==> src/rtl/hc4511_pkg.sv <==
// Shared types and constants for the hc4511 scan controller.
package hc4511_pkg;

   typedef enum logic [1:0] {
      ST_IDLE  = 2'd0,
      ST_BLANK = 2'd1,
      ST_LATCH = 2'd2,
      ST_SHOW  = 2'd3
   } scan_state_e;

   // Codes at or above this value are shown blank by the 4511 itself.
   localparam logic [3:0]  BCD_BLANK_MIN = 4'd10;

   localparam int unsigned DEF_SCAN_DIV  = 1000;
   localparam int unsigned DEF_BLANK_CYC = 16;

endpackage

==> src/rtl/hc4511_digit_regfile.sv <==
// Digit register file: one write port, one read port and a per-index
// "this digit and all more significant digits are zero" vector.
module hc4511_digit_regfile #(
   parameter int unsigned NUM_DIGITS = 4,
   parameter int unsigned IW         = $clog2(NUM_DIGITS)
) (
   input  logic                  clk,
   input  logic                  rst_n,
   input  logic                  wr_en,
   input  logic [IW-1:0]         wr_idx,
   input  logic [3:0]            wr_data,
   input  logic [IW-1:0]         rd_idx,
   output logic [3:0]            rd_data,
   output logic [NUM_DIGITS-1:0] zrun
);

   logic [3:0] r_dig [NUM_DIGITS];

   // Out-of-range indices are dropped so non-power-of-two sizes stay safe.
   always_ff @(posedge clk or negedge rst_n) begin
      if (!rst_n) begin
         for (int i = 0; i < int'(NUM_DIGITS); i++) r_dig[i] <= 4'd0;
      end else if (wr_en && (32'(wr_idx) < NUM_DIGITS)) begin
         r_dig[wr_idx] <= wr_data;
      end
   end

   assign rd_data = r_dig[rd_idx];

   always_comb begin
      zrun = '1;
      for (int i = 0; i < int'(NUM_DIGITS); i++) begin
         for (int j = i; j < int'(NUM_DIGITS); j++) begin
            if (r_dig[j] != 4'd0) zrun[i] = 1'b0;
         end
      end
   end

endmodule

==> src/rtl/hc4511_scan_ctrl.sv <==
// Time-multiplexed scan controller for a single hc4511 decoder driving
// NUM_DIGITS common-cathode digits, with guard blanking and leading-zero blanking.
module hc4511_scan_ctrl
   import hc4511_pkg::*;
#(
   parameter int unsigned NUM_DIGITS = 4,
   parameter int unsigned SCAN_DIV   = DEF_SCAN_DIV,
   parameter int unsigned BLANK_CYC  = DEF_BLANK_CYC,
   parameter int unsigned IW         = $clog2(NUM_DIGITS)
) (
   input  logic                  clk,
   input  logic                  rst_n,
   input  logic                  enable,
   input  logic                  wr_en,
   input  logic [IW-1:0]         wr_idx,
   input  logic [3:0]            wr_data,
   input  logic                  lz_en,
   input  logic                  lt_req,
   output logic [3:0]            dec_a,
   output logic                  dec_le,
   output logic                  dec_bi_n,
   output logic                  dec_lt_n,
   output logic [NUM_DIGITS-1:0] dig_en,
   output logic [IW-1:0]         cur_idx
);

   localparam int unsigned  SHOW_CYC   = SCAN_DIV - BLANK_CYC - 1;
   localparam int unsigned  CW         = $clog2(SCAN_DIV);
   localparam logic [CW-1:0] BLANK_LAST = CW'(BLANK_CYC - 1);
   localparam logic [CW-1:0] SHOW_LAST  = CW'(SHOW_CYC - 1);
   localparam logic [IW-1:0] IDX_LAST   = IW'(NUM_DIGITS - 1);

   scan_state_e           r_state;
   logic [CW-1:0]         r_cnt;
   logic [IW-1:0]         r_idx;
   logic                  r_lz_blank;
   logic [3:0]            r_dec_a;
   logic                  r_dec_le;
   logic                  r_dec_bi_n;
   logic                  r_dec_lt_n;
   logic [NUM_DIGITS-1:0] r_dig_en;

   logic [IW-1:0]         w_next_idx;
   logic [IW-1:0]         w_rd_idx;
   logic [3:0]            w_rd_data;
   logic [NUM_DIGITS-1:0] w_zrun;
   logic [NUM_DIGITS-1:0] w_onehot;
   logic                  w_blank_lz;

   assign w_next_idx = (r_idx == IDX_LAST) ? '0 : r_idx + IW'(1);
   // Leaving SHOW loads the next slot's digit, so look ahead one index there.
   assign w_rd_idx   = (r_state == ST_SHOW) ? w_next_idx : r_idx;
   assign w_onehot   = NUM_DIGITS'(1) << r_idx;
   assign w_blank_lz = lz_en && (r_idx != '0) && w_zrun[r_idx];

   hc4511_digit_regfile #(
      .NUM_DIGITS(NUM_DIGITS),
      .IW        (IW)
   ) u_regfile (
      .clk    (clk),
      .rst_n  (rst_n),
      .wr_en  (wr_en),
      .wr_idx (wr_idx),
      .wr_data(wr_data),
      .rd_idx (w_rd_idx),
      .rd_data(w_rd_data),
      .zrun   (w_zrun)
   );

   always_ff @(posedge clk or negedge rst_n) begin
      if (!rst_n) begin
         r_state    <= ST_IDLE;
         r_cnt      <= '0;
         r_idx      <= '0;
         r_lz_blank <= 1'b0;
         r_dec_a    <= 4'd0;
         r_dec_le   <= 1'b1;
         r_dec_bi_n <= 1'b0;
         r_dec_lt_n <= 1'b1;
         r_dig_en   <= '0;
      end else if (!enable) begin
         r_state    <= ST_IDLE;
         r_cnt      <= '0;
         r_idx      <= '0;
         r_lz_blank <= 1'b0;
         r_dec_a    <= 4'd0;
         r_dec_le   <= 1'b1;
         r_dec_bi_n <= 1'b0;
         r_dec_lt_n <= 1'b1;
         r_dig_en   <= '0;
      end else begin
         r_dec_lt_n <= ~lt_req;
         case (r_state)
            ST_IDLE: begin
               r_state    <= ST_BLANK;
               r_cnt      <= '0;
               r_dec_a    <= w_rd_data;
               r_dec_le   <= 1'b0;
               r_dec_bi_n <= 1'b0;
               r_dig_en   <= '0;
            end
            ST_BLANK: begin
               if (r_cnt == BLANK_LAST) begin
                  r_state  <= ST_LATCH;
                  r_cnt    <= '0;
                  r_dec_le <= 1'b1;
               end else begin
                  r_cnt <= r_cnt + CW'(1);
               end
            end
            ST_LATCH: begin
               r_state    <= ST_SHOW;
               r_cnt      <= '0;
               r_lz_blank <= w_blank_lz;
               r_dec_bi_n <= lt_req | ~w_blank_lz;
               r_dig_en   <= w_onehot;
            end
            ST_SHOW: begin
               if (r_cnt == SHOW_LAST) begin
                  r_state    <= ST_BLANK;
                  r_cnt      <= '0;
                  r_idx      <= w_next_idx;
                  r_dec_a    <= w_rd_data;
                  r_dec_le   <= 1'b0;
                  r_dec_bi_n <= 1'b0;
                  r_dig_en   <= '0;
               end else begin
                  r_cnt      <= r_cnt + CW'(1);
                  r_dec_bi_n <= lt_req | ~r_lz_blank;
               end
            end
            default: r_state <= ST_IDLE;
         endcase
      end
   end

   assign dec_a    = r_dec_a;
   assign dec_le   = r_dec_le;
   assign dec_bi_n = r_dec_bi_n;
   assign dec_lt_n = r_dec_lt_n;
   assign dig_en   = r_dig_en;
   assign cur_idx  = r_idx;

endmodule

==> config.mk <==
export PLATFORM = sky130hd
export DESIGN_NAME = hc4511_scan_ctrl
export DESIGN_NICKNAME = d
export VERILOG_FILES = /design/src/rtl/hc4511_pkg.sv /design/src/rtl/hc4511_digit_regfile.sv /design/src/rtl/hc4511_scan_ctrl.sv
export SDC_FILE = /design/constraint.sdc
export NUM_CORES = 1
export LEC_CHECK = 0
export ABC_AREA = 1
export BUFFER_PORTS_ARGS = -buffer_cell sky130_fd_sc_hd__buf_4
export CAP_MARGIN = 40
export CORE_ASPECT_RATIO = 0.7
export CORE_MARGIN = 3
export CORE_UTILIZATION = 60
export CTS_BUF_LIST = sky130_fd_sc_hd__clkbuf_4 sky130_fd_sc_hd__clkbuf_8
export DETAILED_ROUTE_END_ITERATION = 8
export GPL_ROUTABILITY_DRIVEN = 1
export PLACE_DENSITY = 0.84
export SLEW_MARGIN = 0
export SYNTH_ARGS = -nofsm -noshare
export SYNTH_HDL_FRONTEND = slang
export SYNTH_SLANG_ARGS = --single-unit
==> constraint.sdc <==
create_clock -name clk -period 1.9 [get_ports clk]
set_clock_uncertainty 0.1 [all_clocks]
set_input_delay 0.38 -clock clk [delete_from_list [all_inputs] [get_ports clk]]
set_output_delay 0.38 -clock clk [all_outputs]
set_load 0.005 [all_outputs]
==> impl_metrics.ini, run 1 <==
[power_and_ir_drop]
pwr-share-comb_pct = 34.0
p_leak_uw = 0.001340
p_switching_uw = 1037
clock_power_share_pct = 24.3
vdd_drop_max_mv = 0.8123
power_frac_seq_pct = 41.8
switching_share_pct = 36.18
internal-power_uw = 1828
power_density_nw_per_um2 = 1078

[clocking]
cts_buffers = 5
cts_root_buffer = clkbuf_8
clk_pin_slew_ps = 80
htreeDepth = 2
clk_latency_ps = 300
cts_sinks = 42
cts.path.max_buffers = 2
cts_tree = built

[synthesis]
yosysSeqAreaShare_pct = 46.01
async_flop_share_pct = 100.0
syn_avg_cell_area_sq_um = 7.841
syn_inst = 292
synth_top_cell_by_area = dfrtp_1
synth.distinct_cells = 26
synth_fp_nets = 314
synth_area_leaders = dfrtp_1, nand2_1, inv_1
ys.flop_type = dfrtp_1
yosysMostFrequentCell = nand2_1
synthTopCellsByCount = nand2_1, dfrtp_1, inv_1
yosysWarnings = 0
ys_ff_latch = 42
yosysTopAreaCellShare_pct = 43.72
syn_area_sq_um = 2290
synth_edf_count = 0

[layout]
final_cell_area_sq_um = 2659
area_growth_pct = 16.12
num_antenna_cells = 0
final_nets = 346
layout-drive-gt1-share_pct = 16.00

[placed_design]
hpwl_microns = 3589
routabilityCongestion = 0.8821
numPortBuffers = 24
placedInstanceArea_sq_um = 2537

[sta]
worst_pin_slew_ps = 513.4
setup_viol = 0
post-route-period-util_pct = 92.32
finalSetupTns_ps = 0
slew_viol_final = 0
slew_headroom_pct = 65.77
hold_violations = 0
fin_crit_ps = 1754
rsz0062_at_grt = false
fmax_ghz = 0.5701

[routing]
dr.pass1.iters = 4
via_count = 1920
wl_microns = 4829
drtIter0Drc = 220
viasPerCell = 5.120
drt-wirelength-per-cell_microns = 12.88
drc_errors = 0
antenna_left = 0

[global_routing]
grt_pass1_wl_microns = 8238
grt_pass1_vias = 1661
antenna_found_initial = 0
track_usage_pct = 23.54
grt_max_degree = 43
grt.overflow.total = 0

[floorplan]
die_h_microns = 57.69
rows = 18
fp.coreArea_sq_um = 3603
die_w_microns = 79.84
die-area_sq_um = 4605
pin_count = 25
start_util_pct = 63.54

[flow_run]
drv_cap = 0

[worst_setup_path]
crit_path_max_fanout = 9
arrival_ps = 1850
cp.required_ps = 1990
critPathLaunchType = register
endpoint_kind = register
crit_type = register to register
r2r_cells = 11

[min_path]
hold_depth = 2
worstHoldPathType = input port to register

[run_status]
status = complete, no violations
==> sequential cells by signal, summed over array words and instances (netlist names) <==
name             count
dig_en               4
dec_le               1
dec_bi_n             1
u_regfile.r_dig     16
r_lz_blank           1
cur_idx              2
dec_lt_n             1
r_state              2
dec_a                4
r_cnt               10
==> logic make-up after synthesis <==
logic type               Yosys count  synth area share [%]
XOR/XNOR                           8                 3.060
flip-flops                        42                 46.01
AND/OR/NAND/NOR                  161                 30.27
AO/OA/AOI/OAI                     33                 8.853
adder cells (fa/ha/maj)           10                 5.464
buffers and inverters             38                 6.339
==> placed cells by master (no fill, tap or decap) <==
| master | count |
|---|---|
| bufinv_16 | 1 |
| o21ai_1 | 4 |
| clkinv_2 | 2 |
| nor3_1 | 1 |
| dfstp_2 | 2 |
| ha_1 | 9 |
| o21ai_0 | 23 |
| dfrtp_1 | 40 |
| inv_1 | 34 |
| a21oi_1 | 2 |
| nand3_1 | 18 |
| nand3b_1 | 1 |
| nand4_1 | 1 |
| nand2_4 | 1 |
| nand2_2 | 1 |
| buf_4 | 26 |
| nand3_2 | 1 |
| nor2_4 | 1 |
| o21ai_4 | 3 |
| dlygate4sd3_1 | 1 |
| nand2_1 | 103 |
| inv_2 | 2 |
| nor3_2 | 2 |
| nor2_1 | 28 |
| xor2_1 | 4 |
| clkbuf_8 | 5 |
| o21ai_2 | 1 |
| xnor2_1 | 4 |
| nand4_4 | 1 |
| ha_2 | 1 |
| nor2_2 | 2 |
==> path summary, 6_finish.rpt <==
path	from	to	slack (ps)
min in group asynchronous	rst_n	r_cnt[7]$_DFF_PN0_	480
setup / recovery	cur_idx[0]$_DFFE_PN0P_	dec_a[2]$_DFFE_PN0P_	150
hold reg to reg	dec_le$_DFFE_PN1P_	dec_le$_DFFE_PN1P_	380
max in group asynchronous	rst_n	dec_le$_DFFE_PN1P_	830
hold / removal	lt_req	dec_lt_n$_DFF_PN1_	130
setup reg to reg	cur_idx[0]$_DFFE_PN0P_	dec_a[2]$_DFFE_PN0P_	150
==> power by group through the flow <==
stage | Combinational [uW] | Sequential, uW | Clock, uW
after detailed placement | 951 | 1210 | 0
after global routing | 1120 | 1220 | 750
final | 973 | 1200 | 695
after global placement | 936 | 1200 | 0
after CTS | 969 | 1190 | 701
after floorplan | 636 | 1190 | 0
==> worst max-delay path, cell delays in order, from the launching register on <==
cell and delay (ps):
dfrtp_1 450, ha_1 240, nor2_1 150, nand2_1 110, o21ai_4 130, inv_2 120, nand2_1 80, nand2_1 50
nand2_1 50, nand2_1 50, nand2_1 70, nand2_1 50
==> routing by layer <==
layer	GRT usage, %	wire length (microns)	vias up
met5	0	0	-
met4	5.783	42	0
met3	5.590	352	7
met2	31.27	1878	68
met1	38.52	2556	868
li1	-	-	977
==> through the flow <==
step                total power [uW]  hold slack, ps  setup slack, ps  util [%]  std cells
CTS                             2865           128.1            155.1     73.72        375
finish                          2865           129.4            145.9     73.78        375
global placement                2134           289.2            220.1     70.42        366
global route                    3085           130.0           0.1934     73.78        375
detailed placement              2160           289.1            194.0     70.42        366
floorplan                       1822          -15.59            304.2         -        292
==> final cells by class <==
class,count,area (sq um)
clock buffers,5,68.82
clock inverters,3,40.04
fillers,281,944.7
inverters,36,135.1
multi-input cells,212,1094
flip-flops and latches,42,1054
well taps,50,62.56
repair buffers,27,205.2
==> repair_timing <==
item / 4_1_cts / 5_1_grt
gates resized for setup: 0 / 1
setup buffers: 0 / 0
hold buffers: 1 / 0
endpoints found under the setup margin: 0 / 1
hold endpoints to repair: 40 / 0
Note: power is estimated with default switching activity, not from simulation.
==> run 2, diff against run 1 <==
--- a/config.mk
+++ b/config.mk
@@ -8,13 +8,14 @@
 export ABC_AREA = 1
 export BUFFER_PORTS_ARGS = -buffer_cell sky130_fd_sc_hd__buf_4
 export CAP_MARGIN = 40
+export CELL_PAD_IN_SITES_DETAIL_PLACEMENT = 0
+export CELL_PAD_IN_SITES_GLOBAL_PLACEMENT = 1
 export CORE_ASPECT_RATIO = 0.7
 export CORE_MARGIN = 3
-export CORE_UTILIZATION = 60
+export CORE_UTILIZATION = 45
 export CTS_BUF_LIST = sky130_fd_sc_hd__clkbuf_4 sky130_fd_sc_hd__clkbuf_8
 export DETAILED_ROUTE_END_ITERATION = 8
-export GPL_ROUTABILITY_DRIVEN = 1
-export PLACE_DENSITY = 0.84
+export PLACE_DENSITY = 0.8
 export SLEW_MARGIN = 0
 export SYNTH_ARGS = -nofsm -noshare
 export SYNTH_HDL_FRONTEND = slang
==> run 2 against run 1 <==
Net effect:
- via count fell by 7.4%
- final area about the same
- maximum frequency increased by 4.1%
- largest power group unchanged
- critical path type unchanged
- combinational power is 2.3% lower
==> impl_metrics.ini, run 2 (synthesis results as in run 1) <==
[global_routing]
track_usage_pct = 17.33
grt_pass1_wl_microns = 8066
antenna_found_initial = 0
grt.overflow.total = 0
grt_pass1_vias = 1574
grt_max_degree = 43

[sta]
post-route-period-util_pct = 88.66
hold_violations = 0
worst_pin_slew_ps = 546.3
setup_viol = 0
fmax_ghz = 0.5936
slew_viol_final = 0
finalSetupTns_ps = 0
slew_headroom_pct = 63.58
rsz0062_at_grt = false
fin_ws_ps = 215.4
fin_crit_ps = 1685

[floorplan]
fp.coreArea_sq_um = 4835
rows = 21
start_util_pct = 47.36
die-area_sq_um = 5994
die_w_microns = 91.26
die_h_microns = 65.68
pin_count = 25

[routing]
drc_errors = 0
antenna_left = 0
drt-wirelength-per-cell_microns = 12.15
wl_microns = 4776
via_count = 1777
dr.pass1.iters = 5
drtIter0Drc = 141
viasPerCell = 4.522

[clocking]
cts_root_buffer = clkbuf_8
cts.path.max_buffers = 2
htreeDepth = 2
cts_buffers = 5
clk_pin_slew_ps = 80
cts_tree = built
clk_latency_ps = 290
cts_sinks = 42
cts_setup_buffers = 0

[power_and_ir_drop]
power_frac_seq_pct = 44.0
pwr-share-comb_pct = 34.9
internal-power_uw = 1695
p_switching_uw = 1031
clock_power_share_pct = 21.1
vdd_drop_max_mv = 0.5230
power_density_nw_per_um2 = 1024
p_leak_uw = 0.001322
switching_share_pct = 37.84

[placed_design]
place_ws_ps = 141.9
placedInstanceArea_sq_um = 2554
routabilityCongestion = 0.8060
hpwl_microns = 3637
numPortBuffers = 24

[worst_setup_path]
crit_path_max_fanout = 5
timing.rr.start = cur_idx[1]$_DFFE_PN0P_
path_cells = inv_1 -> ha_1 -> nand2_1 -> o21ai_2 -> inv_1 -> nand3_1 -> nand2_1 -> nand2_1 -> nand2_1
cp_slowest_stage_delay_ps = 440
critPathLaunch = cur_idx[1]$_DFFE_PN0P_
worst_path_max_delay_cell = dfrtp_1
critPathLaunchType = register
regToRegEndpoint = dec_a[3]$_DFFE_PN0P_
arrival_ps = 1770
crit_path_frequent_cell = nand2_1
reg2reg_slack_ps = 220
crit_type = register to register
cp_top_family = flip-flops
cp.required_ps = 1990
endpoint_kind = register
r2r_cells = 9
cp_num_buf_inv = 2

[flow_run]
drv_cap = 0

[layout]
layout-drive-gt1-share_pct = 16.36
largest_reg_flops = 16
final_cell_area_sq_um = 2661
final_common_cell = nand2_1
area_growth_pct = 16.23
reg.largest.list = u_regfile.r_dig x16, r_cnt x10
final_cell_mix = nand2_1, dfrtp_1, inv_1, nor2_1, buf_4
num_antenna_cells = 0
fin_util_pct = 55.05
top_register = u_regfile.r_dig
final_nets = 345

[min_path]
min_from = lt_req
hold_depth = 2
min_to = dec_lt_n$_DFF_PN1_
worstHoldPathType = input port to register

[run_status]
status = complete, no violations
run 2: how the worst max path moves through the flow:
| stage | end | slack [ps] | depth (start not counted) |
|---|---|---|---|
| 2_1_floorplan | dec_a[0]$_DFFE_PN0P_ | 300 | 9 |
| 3_3_place_gp | dec_a[3]$_DFFE_PN0P_ | 60 | 9 |
| 3_5_place_dp | dec_a[3]$_DFFE_PN0P_ | 140 | 9 |
| 4_1_cts | dec_a[3]$_DFFE_PN0P_ | 120 | 9 |
| 5_1_grt | dec_a[3]$_DFFE_PN0P_ | 20 | 11 |
| 6_report | dec_a[3]$_DFFE_PN0P_ | 220 | 9 |
run 2: worst register-to-register path, stage by stage, from the launching register on:
cell,delay [ps]
dfrtp_1,440
inv_1,150
ha_1,320
nand2_1,70
o21ai_2,120
inv_1,120
nand3_1,110
nand2_1,60
nand2_1,60
nand2_1,40
run 2: area by class of cell:
class | count | area (sq um)
Clock buffer | 5 | 68.82
Clock inverter | 3 | 21.27
Fill cell | 458 | 2173
Inverter | 36 | 135.1
Multi-Input combinational cell | 212 | 1097
Sequential cell | 42 | 1055
Tap cell | 69 | 86.33
Timing Repair Buffer | 26 | 197.7
run 2: metal layers:
metal	part of all wire, %	up-vias	track usage [%]
li1	-	972	-
met3	4.3	2	3.776
met4	0.44	0	4.511
met1	62	765	29.85
met5	0	-	0
met2	33	38	20.35
run 2: power by group through the flow:
stage               Combinational [uW]  Sequential [uW]  Clock [uW]
floorplan                          636             1190           0
global placement                   961             1210           0
detailed placement                 947             1210           0
CTS                                953             1200         602
global route                      1100             1220         645
finish                             951             1200         577
run 2: through the flow:
stage                     hold slack, ps  total power, uW  cells
after global routing               122.4             2968    393
after detailed placement           307.4             2159    384
after global placement             308.7             2170    384
after floorplan                   -15.59             1822    292
final                              129.8             2726    393
after CTS                          119.5             2751    393
run 2: repair_timing:
| item | CTS | global route |
|---|---|---|
| hold buffers | 1 | 0 |
| setup endpoints to repair | 0 | 4 |
| gates resized for setup | 0 | 3 |
| endpoints found under the hold margin | 40 | 0 |
